==> src/rtl/mem_arbiter.sv <==
// Arbitrates a single-port memory between instruction fetch and the MEM-stage
// data port. Data has priority unless fetch has lost STARVE_MAX decisions in a row.
module mem_arbiter #(
  parameter int unsigned MEM_LAT    = 2,
  parameter int unsigned STARVE_MAX = 3
) (
  input  logic        clk,
  input  logic        rst_n,
  input  logic        if_req_i,
  input  logic [31:0] if_addr_i,
  output logic [31:0] if_rdata_o,
  output logic        if_ack_o,
  input  logic        d_req_i,
  input  logic        d_rw_i,
  input  logic        d_bw_i,
  input  logic [31:0] d_addr_i,
  input  logic [31:0] d_wdata_i,
  output logic [31:0] d_rdata_o,
  output logic        d_ack_o,
  output logic        mem_ce_o,
  output logic        mem_rw_o,
  output logic        mem_bw_o,
  output logic [31:0] mem_addr_o,
  output logic [31:0] mem_wdata_o,
  input  logic [31:0] mem_rdata_i,
  output logic        stall_if_c_o,
  output logic        stall_mem_c_o,
  output logic        busy_o
);

  localparam int unsigned DATA_W = 32;
  localparam int unsigned CNT_W  = 3;
  localparam logic [CNT_W-1:0] LAST_CNT   = CNT_W'(MEM_LAT - 1);
  localparam logic [CNT_W-1:0] STARVE_LIM = CNT_W'(STARVE_MAX);

  typedef enum logic [1:0] {
    IDLE   = 2'd0,
    IF_ACC = 2'd1,
    D_ACC  = 2'd2
  } state_e;

  state_e              state_q;
  logic [CNT_W-1:0]    lat_cnt_q;
  logic [CNT_W-1:0]    starve_cnt_q;
  logic                mem_ce_q;
  logic                mem_rw_q;
  logic                mem_bw_q;
  logic [DATA_W-1:0]   mem_addr_q;
  logic [DATA_W-1:0]   mem_wdata_q;
  logic [DATA_W-1:0]   if_rdata_q;
  logic [DATA_W-1:0]   d_rdata_q;
  logic                if_ack_q;
  logic                d_ack_q;
  logic                busy_q;

  // A port is not eligible in the cycle its ack is showing.
  logic if_elig;
  logic d_elig;
  logic d_win;
  assign if_elig = if_req_i & ~if_ack_q;
  assign d_elig  = d_req_i & ~d_ack_q;
  assign d_win   = d_elig & (~if_elig | (starve_cnt_q != STARVE_LIM));

  always_ff @(posedge clk) begin
    if (!rst_n) begin
      state_q      <= IDLE;
      lat_cnt_q    <= '0;
      starve_cnt_q <= '0;
      mem_ce_q     <= 1'b0;
      mem_rw_q     <= 1'b0;
      mem_bw_q     <= 1'b0;
      mem_addr_q   <= '0;
      mem_wdata_q  <= '0;
      if_rdata_q   <= '0;
      d_rdata_q    <= '0;
      if_ack_q     <= 1'b0;
      d_ack_q      <= 1'b0;
      busy_q       <= 1'b0;
    end else begin
      if_ack_q <= 1'b0;
      d_ack_q  <= 1'b0;
      case (state_q)
        IDLE: begin
          if (d_win) begin
            state_q     <= D_ACC;
            lat_cnt_q   <= '0;
            mem_ce_q    <= 1'b1;
            mem_rw_q    <= d_rw_i;
            mem_bw_q    <= d_bw_i & ~d_rw_i;
            mem_addr_q  <= d_addr_i;
            mem_wdata_q <= d_wdata_i;
            busy_q      <= 1'b1;
            if (if_elig && (starve_cnt_q != STARVE_LIM)) begin
              starve_cnt_q <= starve_cnt_q + CNT_W'(1);
            end
          end else if (if_elig) begin
            state_q      <= IF_ACC;
            lat_cnt_q    <= '0;
            starve_cnt_q <= '0;
            mem_ce_q     <= 1'b1;
            mem_rw_q     <= 1'b1;
            mem_bw_q     <= 1'b0;
            mem_addr_q   <= if_addr_i;
            mem_wdata_q  <= '0;
            busy_q       <= 1'b1;
          end
        end
        IF_ACC, D_ACC: begin
          if (lat_cnt_q == LAST_CNT) begin
            // Last access cycle: release memory, capture data, pulse ack.
            state_q     <= IDLE;
            lat_cnt_q   <= '0;
            mem_ce_q    <= 1'b0;
            mem_rw_q    <= 1'b0;
            mem_bw_q    <= 1'b0;
            mem_addr_q  <= '0;
            mem_wdata_q <= '0;
            busy_q      <= 1'b0;
            if (state_q == IF_ACC) begin
              if_ack_q   <= 1'b1;
              if_rdata_q <= mem_rdata_i;
            end else begin
              d_ack_q <= 1'b1;
              if (mem_rw_q) begin
                d_rdata_q <= mem_rdata_i;
              end
            end
          end else begin
            lat_cnt_q <= lat_cnt_q + CNT_W'(1);
          end
        end
        default: begin
          state_q <= IDLE;
        end
      endcase
    end
  end

  assign if_rdata_o  = if_rdata_q;
  assign if_ack_o    = if_ack_q;
  assign d_rdata_o   = d_rdata_q;
  assign d_ack_o     = d_ack_q;
  assign mem_ce_o    = mem_ce_q;
  assign mem_rw_o    = mem_rw_q;
  assign mem_bw_o    = mem_bw_q;
  assign mem_addr_o  = mem_addr_q;
  assign mem_wdata_o = mem_wdata_q;
  assign busy_o      = busy_q;

  assign stall_if_c_o  = if_req_i & ~if_ack_q;
  assign stall_mem_c_o = d_req_i & ~d_ack_q;

endmodule

==> config.mk <==
export PLATFORM = sky130hd
export DESIGN_NAME = mem_arbiter
export DESIGN_NICKNAME = d
export VERILOG_FILES = /design/src/rtl/mem_arbiter.sv
export SDC_FILE = /design/constraint.sdc
export NUM_CORES = 1
export LEC_CHECK = 0
export CAP_MARGIN = 40
export CORE_ASPECT_RATIO = 0.5
export CORE_MARGIN = 8
export CORE_UTILIZATION = 30
export DETAILED_ROUTE_END_ITERATION = 12
export PLACE_DENSITY = 0.6
export SYNTH_ARGS = -nofsm -noshare
export SYNTH_HDL_FRONTEND = slang
export SYNTH_SLANG_ARGS = --single-unit
==> constraint.sdc <==
create_clock -name clk -period 1.8 [get_ports clk]
set_input_delay 0.27 -clock clk [delete_from_list [all_inputs] [get_ports clk]]
set_output_delay 0.27 -clock clk [all_outputs]
set_load 0.05 [all_outputs]
==> results.ini <==
[outcome]
status=complete, no violations

[cts]
clk_pin_slew_ns=0.06
clock_path_buffers=2
cts_tree=done
clkLatencyLatePin_ns=0.40
cts_max_level=4
cts_buffers=17
cts_hold_buf=0
post-cts-setup-buffer-count=0
cts_sinks=141
root_buffer=clkbuf_16

[floorplanning]
core-area_um2=17100
dieArea_um2=22000
initial_core_util_pct=30.3
die-width_um=202
num_rows=34
die_h_um=109
io_pins=270

[logic_synthesis]
synthDistinctLibCells=33
yosysTopAreaCell=dfxtp_1
syn_inst=499
synth_area_per_cell_um2=10.4
netlist_top_cells_area=dfxtp_1, mux2i_1, a22o_1
yosys.area.top_type_share_pct=54.3
ys_seq_area_share_pct=54.3
synth.cell_area_um2=5190
ys_ff_latch=141
yosysWarnings=0
syn-num-nets=637

[finish]
nets=906
n_antenna_cell=0
drive_gt1_share_pct=17.7
mostFrequentLayoutCells=dfxtp_1, clkdlybuf4s50_1, buf_4, nand2_1
n_fill_cell=1564
area_delta_synth_final_pct=68.4
final_common_cell=dfxtp_1

[worst_hold_path]
min_path_type=primary input to register

[setup_path]
worstPathArrival_ns=1.95
rr_worst_depth=7
reg2reg_slack_ns=0.14
rr_endpoint=d_rdata_o[19]
cp_max_fo=9
worstSetupStartpoint=state_q[1]
worst_setup_path_start_kind=register
r2r-start=state_q[1]
critical_path_class=register to register
endpoint=d_rdata_o[19]
critical_path_required_ns=2.09
endpoint_kind=register

[routing]
first_iter_violations=152
ant_nets=0
wire_per_inst_um=16.4
dr_total_vias=4553
drc=0
finalWirelength_um=16600
viasPerCell=4.49
dr.pass1.iters=4

[placed_design]
post-place-ws_ns=0.000218
dp_hpwl_um=12500
port_buffers=269
gp_congestion=0.737

[grt]
grt_pass1_vias=4508
grt_pass1_wl_um=25400
grt_use_total_pct=14.3
grt_overflow_total=0
grt_max_degree=102
antenna_found_initial=0

[sta]
finalHoldViolations=0
finalCriticalPeriod_ns=1.66
finalWorstSetupSlack_ns=0.136
slew_headroom_pct=65.1
final-setup-viol-count=0
final.setup.tns_ns=0
fin_skew_ns=0.00907
finalMaxSlewViolations=0
hold_slack_ns=0.257
rsz0062_at_grt=false
tightest_slew_ns=0.526
fmax_ghz=0.601
fin_crit_sh_pct=92.4

[run]
cap_viol_max_count=0

[power]
internal_power_uw=8270
swShare_pct=38.7
finalPower_uw=13500
power_frac_seq_pct=30.4
power_density_nw_per_um2=1540
combPwrFrac_pct=40.3
irDropWorstVdd_mv=0.759
cellLeakagePower_uw=0.00407
p_switching_uw=5210
power_frac_clock_pct=29.3

## flip-flops by register name, indices dropped and copies added, names as in the netlist
name	count
d_ack_o	1
starve_cnt_q	3
mem_addr_o	32
if_ack_o	1
mem_wdata_o	32
state_q	2
mem_bw_o	1
busy_o	1
if_rdata_o	32
mem_rw_o	1
d_rdata_o	32
lat_cnt_q	3
## worst max-delay path, cell delays in order (launching register included)
cell and delay (ns):
dfxtp_1 0.32, inv_1 0.08, ha_4 0.30, and4bb_2 0.26, nor2b_4 0.18, nand2_4 0.10
clkbuf_16 0.20, mux2i_1 0.12
## how the worst min path moves through the flow
| stage | from | endpoint | slack [ns] | depth (start not counted) |
|---|---|---|---|---|
| 2_1_floorplan | d_wdata_i[0] | mem_wdata_o[0] | 0.40 | 1 |
| 3_3_place_gp | d_rdata_o[13] | d_rdata_o[13] | 0.44 | 2 |
| 3_5_place_dp | mem_addr_o[23] | mem_addr_o[23] | 0.45 | 1 |
| 4_1_cts | rst_n | if_ack_o | 0.24 | 3 |
| 5_1_grt | rst_n | if_ack_o | 0.28 | 3 |
| 6_report | rst_n | if_ack_o | 0.26 | 3 |
## Yosys cell counts, drive strengths merged
library cell	n
dfxtp	141
nand2	73
mux2i	66
nand3	35
o21ai	34
a22o	32
o2bb2ai	32
clkbuf	21
buf	20
a21oi	7
inv	7
and2	4
ha	4
a21o	3
nand2b	3
nor2	3
a31oi	2
or3	2
xor2	2
a21bo	1
a311oi	1
a32o	1
and4bb	1
nand3b	1
nand4	1
nor2b	1
nor3	1
## stage by stage
step | area [um2] | instances | utilization [%]
finish | 8750 | 1014 | 51.0
global route | 8750 | 1014 | 51.0
CTS | 8690 | 1013 | 50.7
detailed placement | 8100 | 982 | 47.2
global placement | 8100 | 982 | 47.2
floorplan | 5200 | 499 | -
## cell type report
class / instances / area, um2 / share of cell area (%)
clock inverters: 9 / 181 / 2.07
flip-flops and latches: 141 / 2820 / 32.3
well taps: 234 / 293 / 3.35
multi-input cells: 310 / 2180 / 24.9
clock buffers: 22 / 494 / 5.65
repair buffers: 291 / 2750 / 31.5
inverters: 7 / 26.3 / 0.300
## power groups by stage
stage | logic [uW] | clock network (uW) | registers [uW]
2_1_floorplan | 1500 | 0 | 6170
3_5_place_dp | 5570 | 0 | 4160
3_3_place_gp | 5550 | 0 | 4170
4_1_cts | 5410 | 4060 | 4110
6_report | 5430 | 3950 | 4100
5_1_grt | 5740 | 4210 | 4180
## per-layer routing
layer	global-route usage (%)	vias up	wire length, um
met5	0	-	0
met4	3.81	0	111
met3	4.98	11	1020
met2	25.0	118	8400
met1	16.7	2111	7090
li1	-	2313	-
## cells by family after synthesis
| logic type | after synthesis | synth area share [%] |
|---|---|---|
| AND/OR/NAND/NOR | 125 | 11.0 |
| AO/OA/AOI/OAI | 113 | 16.0 |
| XOR/XNOR | 2 | 0.337 |
| adder cells (fa/ha/maj) | 4 | 0.963 |
| flip-flops | 141 | 54.3 |
| buffers and inverters | 48 | 4.65 |
| multiplexers | 66 | 12.7 |
## repair_timing
item,CTS,global route
resized for setup,67,6
setup endpoints to repair,81,98
gates cloned,0,1
(Power assumes the default switching activity.)
